**config.mk**
```make
export PLATFORM = sky130hd
export DESIGN_NAME = line_burst_adaptor
export DESIGN_NICKNAME = d
export VERILOG_FILES = /design/src/rtl/line_burst_adaptor.sv
export SDC_FILE = /design/constraint.sdc
export NUM_CORES = 1
export LEC_CHECK = 0
export ABC_AREA = 1
export BUFFER_PORTS_ARGS = -buffer_cell sky130_fd_sc_hd__clkbuf_2
export CAP_MARGIN = 25
export CORE_MARGIN = 4
export CORE_UTILIZATION = 30
export CTS_BUF_LIST = sky130_fd_sc_hd__clkbuf_2
export DETAILED_ROUTE_END_ITERATION = 8
export GPL_ROUTABILITY_DRIVEN = 0
export PLACE_DENSITY_LB_ADDON = 0.1
export SETUP_SLACK_MARGIN = 0.3
export SKIP_CTS_REPAIR_TIMING = 1
export SYNTH_ARGS = -nofsm -noshare
export SYNTH_HDL_FRONTEND = slang
export SYNTH_SLANG_ARGS = --single-unit
```
**constraint.sdc**
```tcl
create_clock -name clk -period 25.3 [get_ports clk]
set_clock_uncertainty 0.15 [all_clocks]
set_input_delay 3.795 -clock clk [delete_from_list [all_inputs] [get_ports clk]]
set_output_delay 3.795 -clock clk [all_outputs]
set_load 0.05 [all_outputs]
```
**src/rtl/line_burst_adaptor.sv**
```systemverilog
// line_burst_adaptor
//   Memory-side responder for the cache pmem interface. One LINE_WIDTH line
//   read or write is accepted per request and completed as BEATS sequential
//   BURST_WIDTH beats to burst-mode memory. resp_o pulses for one cycle when
//   the line is finished.
//
// Ports
//   clk, rst          clock (rising edge), asynchronous active-high reset
//   address_i         line address from the cache
//   line_i            write line from the cache (latched at accept)
//   read_i, write_i   line requests; read wins when both are high
//   line_o            assembled read line (holds last completed read)
//   resp_o            one-cycle completion pulse
//   address_o         line-aligned burst address
//   read_o, write_o   burst strobes to memory
//   burst_o           current write beat (0 outside a write)
//   burst_i           read beat from memory
//   resp_i            memory beat acknowledge, one beat per high cycle
//   timeout_o         sticky watchdog flag (LINE_BURST_ADAPTOR_TIMEOUT_EN only)
//
// Build option
//   LINE_BURST_ADAPTOR_TIMEOUT_EN: adds an idle-beat watchdog. After
//   TIMEOUT_CYCLES consecutive unacknowledged busy cycles the transfer is
//   abandoned (resp_o still pulses) and timeout_o latches high until rst.

module line_burst_adaptor #(
  parameter int LINE_WIDTH     = 256,
  parameter int BURST_WIDTH    = 64,
  parameter int ADDR_WIDTH     = 32,
  parameter int TIMEOUT_CYCLES = 1024
) (
  input  logic                   clk,
  input  logic                   rst,
  input  logic [ADDR_WIDTH-1:0]  address_i,
  input  logic [LINE_WIDTH-1:0]  line_i,
  input  logic                   read_i,
  input  logic                   write_i,
  output logic [LINE_WIDTH-1:0]  line_o,
  output logic                   resp_o,
  output logic [ADDR_WIDTH-1:0]  address_o,
  output logic                   read_o,
  output logic                   write_o,
  output logic [BURST_WIDTH-1:0] burst_o,
  input  logic [BURST_WIDTH-1:0] burst_i,
  input  logic                   resp_i
`ifdef LINE_BURST_ADAPTOR_TIMEOUT_EN
  ,
  output logic                   timeout_o
`endif
);

  localparam int BEATS = LINE_WIDTH / BURST_WIDTH;
  localparam int CNT_W = (BEATS > 1) ? $clog2(BEATS) : 1;
  localparam int OFS_W = $clog2(LINE_WIDTH / 8);

  localparam logic [CNT_W-1:0]      LAST_BEAT  = CNT_W'(BEATS - 1);
  // Clears the byte-within-line offset bits.
  localparam logic [ADDR_WIDTH-1:0] ALIGN_MASK = ~((ADDR_WIDTH'(1) << OFS_W) - ADDR_WIDTH'(1));

  typedef enum logic [1:0] {
    IDLE  = 2'd0,
    READ  = 2'd1,
    WRITE = 2'd2,
    DONE  = 2'd3
  } state_t;

  state_t state_q, state_d;
  logic [CNT_W-1:0] cnt_q, cnt_d;

  // Beat-sliced views of the read line and the captured write line.
  logic [BEATS-1:0][BURST_WIDTH-1:0] line_q;
  logic [BEATS-1:0][BURST_WIDTH-1:0] wbuf_q;
  logic [ADDR_WIDTH-1:0]             addr_q;

  logic busy;
  logic accept;
  logic wr_accept;
  logic abort;

  assign busy      = (state_q == READ) || (state_q == WRITE);
  assign accept    = (state_q == IDLE) && (read_i || write_i);
  assign wr_accept = (state_q == IDLE) && !read_i && write_i;

  // --------------------------------------------------------------------------
  // Optional watchdog: counts consecutive busy cycles without an acknowledge.
  // --------------------------------------------------------------------------
`ifdef LINE_BURST_ADAPTOR_TIMEOUT_EN
  localparam int TO_W = $clog2(TIMEOUT_CYCLES + 1);

  logic [TO_W-1:0] stall_q;
  logic            to_q;

  // The cycle that would make the stall count reach TIMEOUT_CYCLES aborts.
  assign abort = busy && !resp_i && (stall_q == TO_W'(TIMEOUT_CYCLES - 1));

  always_ff @(posedge clk or posedge rst) begin
    if (rst) begin
      stall_q <= '0;
      to_q    <= 1'b0;
    end else begin
      if (!busy || resp_i || abort) stall_q <= '0;
      else                          stall_q <= stall_q + TO_W'(1);
      if (abort) to_q <= 1'b1;
    end
  end

  assign timeout_o = to_q;
`else
  assign abort = 1'b0;
`endif

  // --------------------------------------------------------------------------
  // FSM state and beat counter.
  // --------------------------------------------------------------------------
  always_ff @(posedge clk or posedge rst) begin
    if (rst) begin
      state_q <= IDLE;
      cnt_q   <= '0;
    end else begin
      state_q <= state_d;
      cnt_q   <= cnt_d;
    end
  end

  always_comb begin
    state_d = state_q;
    cnt_d   = cnt_q;
    read_o  = 1'b0;
    write_o = 1'b0;
    resp_o  = 1'b0;
    burst_o = '0;
    unique case (state_q)
      IDLE: begin
        cnt_d = '0;
        if (read_i)       state_d = READ;
        else if (write_i) state_d = WRITE;
      end
      READ, WRITE: begin
        if (state_q == READ) begin
          read_o = 1'b1;
        end else begin
          write_o = 1'b1;
          burst_o = wbuf_q[cnt_q];
        end
        if (resp_i) begin
          if (cnt_q == LAST_BEAT) begin
            cnt_d   = '0;
            state_d = DONE;
          end else begin
            cnt_d = cnt_q + CNT_W'(1);
          end
        end else if (abort) begin
          cnt_d   = '0;
          state_d = DONE;
        end
      end
      DONE: begin
        resp_o  = 1'b1;
        state_d = IDLE;
      end
      default: state_d = IDLE;
    endcase
  end

  // --------------------------------------------------------------------------
  // Datapath: address latch, write buffer, read line assembly.
  // --------------------------------------------------------------------------
  always_ff @(posedge clk or posedge rst) begin
    if (rst) begin
      addr_q <= '0;
      wbuf_q <= '0;
      line_q <= '0;
    end else begin
      if (accept) addr_q <= address_i & ALIGN_MASK;
      for (int b = 0; b < BEATS; b++) begin
        if (wr_accept)
          wbuf_q[b] <= line_i[b*BURST_WIDTH +: BURST_WIDTH];
        // Stall cycles leave the line untouched; beat 0 is least significant.
        if ((state_q == READ) && resp_i && (cnt_q == CNT_W'(b)))
          line_q[b] <= burst_i;
      end
    end
  end

  assign address_o = addr_q;
  assign line_o    = line_q;

endmodule

```
### After elaboration in Yosys (flattened, before gate mapping)

Cells that the tools add are included.

* flip-flop bits (word level): 543
* output and inout port bits: 355
* word-level logic and storage cells: 55

* $add $sub $neg: 1
* order comparisons: 1
* eq/ne operators: 9
* mux-type cells: 17
* reduce and logical (&&, ||, !) cells: 16

Operators with widths (number)
* $mux 64: 3
* $bmux 64 s2: 1
* $mux 2: 6
* $eq 2x2->1 const B: 4
* $logic_and 1x1->1: 8
* $pmux 2 s3: 1
* $mux 1: 5
* $eq 2x1->1 const B: 2
* $logic_not 2->1: 2
* $ne 2x2->1 const B: 2
* $pmux 2 s2: 1
* $lt 2x3->1 const B: 1
* $ne 3x3->1 const B: 1
* $reduce_and 3->1: 1
* $add 2x1->2 const B: 1
* $reduce_and 2->1: 1
* $reduce_bool 2->1: 1
* $reduce_or 2->1: 1
* $logic_not 1->1: 1
* $logic_or 1x1->1: 1

### Logic depth before layout (Yosys ltp)

Gate-level depths: netlist of run 1.

* depth after elaboration: 4
* mapped depth: 9

### Worst setup path after synthesis of run 1

No wires, ideal clock.

* path type: reg-to-output
* from: register state_q[0]
* to: output burst_o[0]
* arrival time: 2.028 ns
* data required time: 21.355 ns
* slack: 19.327 ns
* cell stages (with the launch flop): 7
* buffers on the path: 2
* cell sequence: dfrtp_1 -> inv_1 -> ha_1 -> buf_2 -> nand2_1 -> clkbuf_1 -> a21oi_1

* word-level cells in the longest chain between the ends: 3
* elaborated cells between the ends (all ways): 5

RTL lines
* start, declared: RTL line 67 `state_t state_q, state_d;`
* start signal, assigned: RTL line 120 `state_q <= state_d;`
* $eq 2x1->1 or $eq 2x2->1 (tied branches): RTL line 132, 139
* $mux 64 or $reduce_or 2->1 (tied branches): RTL line 139, 132
* $mux 64 *: RTL line 132 `unique case (state_q)`
* end, declared: RTL line 43 `output logic [BURST_WIDTH-1:0] burst_o,`

Mark *: on every way between the ends. The rest lies on a longest branch, timed or not.

### Final worst setup path of run 1

* from: register cnt_q[0]
* to: output burst_o[44]

* word-level cells in the longest chain between the ends: 4

RTL lines
* start, declared: RTL line 68 `logic [CNT_W-1:0] cnt_q, cnt_d;`
* start signal, assigned: RTL line 121 `cnt_q <= cnt_d;`
* $bmux 64 s2: RTL line 143 `burst_o = wbuf_q[cnt_q];`
* $mux 64 (not written as such): RTL line 143
* $mux 64: RTL line 139 `if (state_q == READ) begin`
* $mux 64: RTL line 132

No other way between the ends. The select of a mux whose other input is x is not followed.

==> qor.yml, run 1 <==
status:
  status: "complete, no violations"
timing:
  rsz0062_at_grt: "false"
  timing.final.crit_share: 0.3372
  period_minus_slack_ps: 8530
  slew_headroom: 0.3079
  finalMaxSlewViolations: 0
  fin_setup_tns_ps: 0
  tightest_slew_ps: 1038
  max_freq_mhz: 117.2
  hold_viol: 0
  whs_ps: 336.1
  setup_violations: 0
detailed_routing:
  routed_wl_mm: 82.85
  routed.top_layer: "met5"
  routedWlPerCell_um: 18.69
  via_count: 20093
  routed-wl-met3_mm: 8.591
  firstDrtPassIters: 4
  drc: 0
  dr.first_iter.drc_count: 1195
  ant_nets: 0
  wl_met2_mm: 39.44
  via_per_inst: 4.533
  wl_met1_mm: 32.31
synthesis:
  async_flop_share: 1.000
  synth_common_cells: "nand2_1, dfrtp_1, inv_1, a21oi_1, o21ai_0"
  ys_seq_area_frac: 0.6002
  ys_types: 17
  synth_top_area_cell: "dfrtp_1"
  synth_area_sq_um: 22640
  synth.most_common_cell: "nand2_1"
  yosysTopAreaCellShare: 0.6002
  synthFlopType: "dfrtp_1"
  synth.area.top_cells: "dfrtp_1, nand2_1, a21oi_1"
  synth_edf_count: 0
  avgSynthCellArea_sq_um: 8.582
  synth_warnings: 0
  synth-seq-cells: 543
  synth_cells: 2638
cts:
  clk_latency_ps: 1230
  path_clk_slew_ps: 100
  cts_max_path_buffers: 3
  cts-root-buf: "clkbuf_2"
  cts_sinks: 543
  cts_tree: "done"
  cts_buffers: 156
  htreeDepth: 4
worst_setup_path:
  critPathCaptureType: "output pin"
  critPathMaxFanout: 66
  path_cells: "inv_4, buf_4, buf_16, nand2_1, nand3_1, a21oi_1, clkbuf_2"
  cp-start-kind: "register"
  critical_path_required_ps: 21350
  critPathBufInv: 4
  worst_path_largest_cell_delay_ps: 1060
  cp_top_family: "buffers and inverters"
  worst_path_max_delay_cell: "dfrtp_4"
  crit_arrival_ps: 4590
  worst-setup-path-type: "reg2out"
global_route:
  grt_pass1_vias: 20527
  gr-total-overflow: 0
  antenna_found_initial: 26
  grt_max_degree: 219
  grt_pass1_wl_mm: 123.3
  grt_util_all_layers: 0.2026
cells_and_area:
  fill_cells: 7972
  final_layout_size_suffix_gt1_frac: 0.2836
  nets: 3719
  utilization: 0.3793
  layout.cells.non_filler: 4433
  area_delta_synth_final_pct: 24.94
power_and_ir_drop:
  finalPower_mw: 4.308
  max-vdd-ir-drop_mv: 0.07542
  p_leak_nw: 15.85
  powerDensity_nw_per_um2: 152.3
hold_path:
  min_path_type: "reg2reg"
place:
  port_buffers: 701
  dpl.hpwl_mm: 57.58
  dpl.cell_count: 4160
die:
  start_util: 0.3036
  fp.dieH_um: 282.7
  dieArea_sq_um: 79920
  rows: 100
  core_area_sq_um: 74570
  die_w_um: 282.7
  io_pins: 712
run:
  max-cap-violations: 0
cells in the final DEF, fill, tap and decap left out, types with 2 or more instances in the layout:
master and count:
a21oi_1 320, buf_12 2, buf_16 5, buf_4 17, clkbuf_2 926, clkinv_1 14
clkinv_2 2, clkinv_4 5, clkinvlp_4 3, conb_1 5, dfrtp_1 541, dfrtp_4 2
diode_2 15, ha_1 9, inv_1 353, inv_2 3, inv_6 3, inv_8 2
nand2_1 553, nand3_1 132, nand3_4 5, nor2_1 257, o21ai_0 286
layer usage:
layer | track usage | up-vias
met3 | 0.09864 | 172
met4 | 0.06998 | 26
met1 | 0.2338 | 9532
met2 | 0.3303 | 635
li1 | - | 9728
met5 | 0 | -
final timing paths:
check                                   startpoint                       to  slack [ps]  depth (start not counted)
setup reg to reg              cnt_q[1]$_DFFE_PP0P_  line_o[104]$_DFFE_PP0P_       21160                          6
min in group asynchronous                      rst  line_o[128]$_DFFE_PP0P_        2430                          2
setup / recovery              cnt_q[0]$_DFFE_PP0P_              burst_o[44]       16770                          7
hold reg to reg            line_o[121]$_DFFE_PP0P_  line_o[121]$_DFFE_PP0P_         340                          2
hold / removal             line_o[121]$_DFFE_PP0P_  line_o[121]$_DFFE_PP0P_         340                          2
max in group asynchronous                      rst  wbuf_q[141]$_DFFE_PP0P_       20400                          4
kinds of logic after synthesis:
kind of cell / share of synthesized area
and+or+nand+nor: 0.1653
AOI/OAI and AO/OA: 0.1346
DFF: 0.6002
buffers and inverters: 0.09473
adders and majority gates: 0.004974
other: 0.0001656
worst reg2reg max path: cells and delay by family (launching register included):
family                     cells  cell delay, ps
adders and majority gates      1             320
DFF                            1             760
buffers and inverters          3            2160
AOI/OAI and AO/OA              1             340
and+or+nand+nor                1             250
sequential cells by signal (all words and copies together) (netlist names):
name,flops
cnt_q,2
address_o,27
state_q,2
line_o,256
wbuf_q,256
cell type report:
type / instances / area, sq um / area share
inverter: 357 / 1351 / 0.04778
antenna: 15 / 37.54 / 0.001327
timing repair buffer: 725 / 3814 / 0.1348
sequential: 543 / 13600 / 0.4807
tap: 969 / 1212 / 0.04286
clock buffer: 225 / 1126 / 0.03981
multi-input combinational: 1570 / 6979 / 0.2467
clock inverter: 29 / 168.9 / 0.005972
metrics by stage:
| step | setup slack (ps) | area [sq um] |
|---|---|---|
| 2_1_floorplan | 6176 | 22650 |
| 3_3_place_gp | 17810 | 26810 |
| 3_5_place_dp | 17880 | 26840 |
| 4_1_cts | 16360 | 28140 |
| 5_1_grt | 16300 | 28260 |
| 6_report | 16770 | 28280 |
report_power, final:
part | switching (mW) | total, mW | internal (mW)
Sequential | 0.177 | 1.41 | 1.23
Clock | 0.389 | 0.629 | 0.240
Combinational | 1.78 | 2.27 | 0.485
No activity file was read; power rests on OpenSTA's default activity.
==> inputs of run 2 (changes only) <==
clock period = 7.25 ns   (was 25.3 ns; I/O delays follow)
==> qor.yml, run 2 (synthesis gave the netlist of run 1 again) <==
timing:
  setup_slack_ps: 1472
  fin_setup_tns_ps: 0
  hold_viol: 0
  tightest_slew_ps: 1164
  timing.final.crit_share: 0.7970
  period_minus_slack_ps: 5778
  slew_headroom: 0.2241
  max_freq_mhz: 173.1
  rsz0062_at_grt: "false"
  setup_violations: 0
  whs_ps: 164.1
  finalMaxSlewViolations: 0
cts:
  cts_max_path_buffers: 3
  cts_sinks: 543
  cts_tree: "done"
  clk_latency_ps: 1260
  cts-root-buf: "clkbuf_2"
  path_clk_slew_ps: 120
  htreeDepth: 4
  cts_buffers: 156
worst_setup_path:
  worst-setup-path-type: "reg2out"
  critPathCaptureType: "output pin"
  path_cells: "inv_4, buf_4, nand2_1, nand3_1, a21oi_1, clkbuf_2"
  worst_path_largest_cell_delay_ps: 1090
  critPathMaxFanout: 74
  cp-start-kind: "register"
  crit_arrival_ps: 4540
  worst_path_max_delay_cell: "dfrtp_4"
  critical_path_required_ps: 6010
power_and_ir_drop:
  p_leak_nw: 17.30
  p_sw_frac: 0.5428
  p_comb_frac: 0.530
  p_int_mw: 6.969
  finalPower_mw: 15.24
  max-vdd-ir-drop_mv: 0.2439
  p_seq_frac: 0.322
  switching_power_mw: 8.273
  power.share.clock: 0.147
  powerDensity_nw_per_um2: 479.7
detailed_routing:
  routedWlPerCell_um: 17.72
  routed_wl_mm: 84.69
  firstDrtPassIters: 7
  via_per_inst: 4.499
  dr.first_iter.drc_count: 1086
  drc: 0
  ant_nets: 0
  via_count: 21494
place:
  dpl.hpwl_mm: 57.31
  pre_cts_ws_ps: 2721
  port_buffers: 701
  dpl.cell_count: 4164
  placed_area_sq_um: 26850
cells_and_area:
  final_area_sq_um: 31770
  multi_input_area_sq_um: 6979
  nets: 4072
  utilization: 0.4261
  area_delta_synth_final_pct: 40.34
  regArea_sq_um: 13600
  layout.cells.non_filler: 4778
  mostFrequentLayoutCell: "clkbuf_2"
  fill_cells: 7628
  layout_common_cells: "clkbuf_2, nand2_1, dfrtp_1, inv_1, dlygate4sd3_1"
  final_layout_size_suffix_gt1_frac: 0.2560
global_route:
  gr-total-overflow: 0
  antenna_found_initial: 8
  grt_util_all_layers: 0.2010
  grt_pass1_vias: 20668
  grt_max_degree: 181
  grt_pass1_wl_mm: 122.9
die:
  rows: 100
  io_pins: 712
  dieArea_sq_um: 79920
  fp.dieH_um: 282.7
  die_w_um: 282.7
  start_util: 0.3036
  core_area_sq_um: 74570
run:
  max-cap-violations: 0
status:
  status: "complete, no violations"
hold_path:
  min_path_type: "in2reg"
==> run 2: final timing paths <==
kind                                            to  slack [ps]                     from  depth (start not counted)
setup / recovery                       burst_o[12]        1470     cnt_q[0]$_DFFE_PP0P_                          6
hold / removal              state_q[1]$_DFFE_PP0P_         160                  write_i                          5
setup reg to reg           line_o[151]$_DFFE_PP0P_        3300     cnt_q[0]$_DFFE_PP0P_                          5
hold reg to reg            line_o[187]$_DFFE_PP0P_         340  line_o[187]$_DFFE_PP0P_                          2
max in group asynchronous   wbuf_q[30]$_DFFE_PP0P_        4870                      rst                          5
min in group asynchronous     cnt_q[0]$_DFFE_PP0P_         350                      rst                          3
==> run 2: metal layers <==
layer	GRT usage	vias up	wire length (um)
met3	0.08943	186	7310
met5	0	-	26
li1	-	10437	-
met4	0.07847	4	2870
met2	0.3266	744	40560
met1	0.2348	10123	33920
==> run 2: cell type report <==
type | instances | area share
inverter | 357 | 0.04241
antenna | 8 | 0.0006301
clock inverter | 38 | 0.007640
multi-input combinational | 1570 | 0.2197
sequential | 543 | 0.4279
clock buffer | 215 | 0.03387
tap | 969 | 0.03816
timing repair buffer | 1078 | 0.2297
==> run 2: critical path: cells and delay by family, from the launching register on <==
kind | cells | cell delay [ps]
flops | 1 | 1090
buf+inv | 3 | 1490
compound gates | 1 | 350
simple gates | 2 | 220
==> run 2: power groups by stage <==
stage	Combinational [mW]	Clock [mW]	Sequential, mW
finish	8.08	2.24	4.91
global route	8.71	2.54	5.06
detailed placement	8.00	0	4.97
CTS	8.01	2.37	4.92
global placement	7.93	0	4.93
floorplan	3.69	0	6.98
==> inputs of run 3 (changes only) <==
clock period = 5.3 ns   (was 7.25 ns; I/O delays follow)
==> qor.yml, run 3 (synthesis gave the netlist of run 1 again) <==
status:
  status: "complete, no violations"
power_and_ir_drop:
  p_seq_frac: 0.317
  max-vdd-ir-drop_mv: 0.3533
  p_leak_nw: 17.50
  powerDensity_nw_per_um2: 654.4
  finalPower_mw: 21.10
  switching_power_mw: 11.36
  p_comb_frac: 0.537
  p_sw_frac: 0.5383
  p_int_mw: 9.743
  power.share.clock: 0.146
detailed_routing:
  routedWlPerCell_um: 17.64
  ant_nets: 0
  dr.first_iter.drc_count: 1290
  drc: 0
  via_per_inst: 4.483
  via_count: 21645
  firstDrtPassIters: 5
  routed_wl_mm: 85.17
cells_and_area:
  mostFrequentLayoutCell: "clkbuf_2"
  layout_common_cells: "clkbuf_2, nand2_1, dfrtp_1, dlygate4sd3_1, inv_1"
  final_area_sq_um: 32240
  utilization: 0.4324
  final_layout_size_suffix_gt1_frac: 0.2535
  area_delta_synth_final_pct: 42.42
  nets: 4109
die:
  die_w_um: 282.7
  start_util: 0.3036
  rows: 100
  io_pins: 712
  dieArea_sq_um: 79920
  core_area_sq_um: 74570
  fp.dieH_um: 282.7
run:
  max-cap-violations: 0
worst_setup_path:
  critical_path_required_ps: 4360
  critPathMaxFanout: 31
  cp-start-kind: "register"
  worst_path_largest_cell_delay_ps: 590
  critPathCaptureType: "output pin"
  cp_top_family: "buffers and inverters"
  path_cells: "clkinv_2, buf_4, nand3_1, a21oi_1, clkbuf_2"
  crit_arrival_ps: 3590
  critPathBufInv: 3
  r2r_setup_slack_ps: 1910
  worst_path_max_delay_cell: "dfrtp_4"
  worst-setup-path-type: "reg2out"
global_route:
  grt_pass1_vias: 20766
  antenna_found_initial: 11
  grt_util_all_layers: 0.1997
  gr-total-overflow: 0
  grt_max_degree: 209
  grt_pass1_wl_mm: 122.1
cts:
  cts_sinks: 543
  cts-root-buf: "clkbuf_2"
  cts_tree: "done"
  htreeDepth: 4
  clk_latency_ps: 1190
  cts_buffers: 154
  cts_max_path_buffers: 3
  path_clk_slew_ps: 100
timing:
  hold_viol: 0
  tightest_slew_ps: 948.0
  timing.final.crit_share: 0.8563
  max_freq_mhz: 220.3
  slew_headroom: 0.3680
  setup_slack_ps: 761.6
  rsz0062_at_grt: "false"
  finalMaxSlewViolations: 0
  setup_violations: 0
  period_minus_slack_ps: 4538
hold_path:
  min_path_type: "in2reg"
place:
  dpl.hpwl_mm: 58.01
  placed_area_sq_um: 26990
  pre_cts_ws_ps: 1756
  port_buffers: 701
run 3: final cells by class:
cell class | count | area (sq um)
antenna | 9 | 22.52
clock buffer | 215 | 1076
clock inverter | 48 | 291.5
fill | 7640 | 42330
inverter | 357 | 1350
multi-input combinational | 1570 | 6988
sequential | 543 | 13600
tap | 969 | 1212
timing repair buffer | 1117 | 7707
run 3: worst min-delay path, stage by stage:
cell	delay [ps]
dlygate4sd3_1	520
clkbuf_2	100
nor2_1	40
a21oi_1	100
run 3: power groups by stage:
stage / clock [mW] / combinational, mW / sequential [mW]
2_1_floorplan: 0 / 5.04 / 9.55
3_3_place_gp: 0 / 10.9 / 6.69
3_5_place_dp: 0 / 11.0 / 6.74
4_1_cts: 3.25 / 11.0 / 6.68
5_1_grt: 3.48 / 12.2 / 6.86
6_report: 3.09 / 11.3 / 6.68
run 3: metrics by stage:
step	setup TNS, ps	instances	hold slack [ps]
global route	0	4826	-8.365
detailed placement	0	4171	321.8
finish	0	4828	189.2
CTS	0	4434	-645.7
global placement	0	4171	317.3
floorplan	-1645800	2642	330.8
run 3: routing by layer:
metal | track usage | share of wire | vias up
met5 | 0 | 0.00047 | -
met4 | 0.07191 | 0.022 | 6
met3 | 0.08276 | 0.081 | 122
met2 | 0.3266 | 0.49 | 694
met1 | 0.2378 | 0.41 | 10296
li1 | - | - | 10527
run 3: path summary, 6_finish.rpt:
check                                         from                   endpoint  cells past startpoint
max reg2reg                   cnt_q[0]$_DFFE_PP0P_     state_q[0]$_DFFE_PP0P_                      8
min reg2reg                line_o[187]$_DFFE_PP0P_    line_o[187]$_DFFE_PP0P_                      2
max in group asynchronous                      rst    wbuf_q[159]$_DFFE_PP0P_                      6
min in group asynchronous                      rst  address_o[30]$_DFFE_PP0P_                      4
max                           cnt_q[1]$_DFFE_PP0P_                burst_o[57]                      5
min                                    line_i[193]    wbuf_q[193]$_DFFE_PP0P_                      4
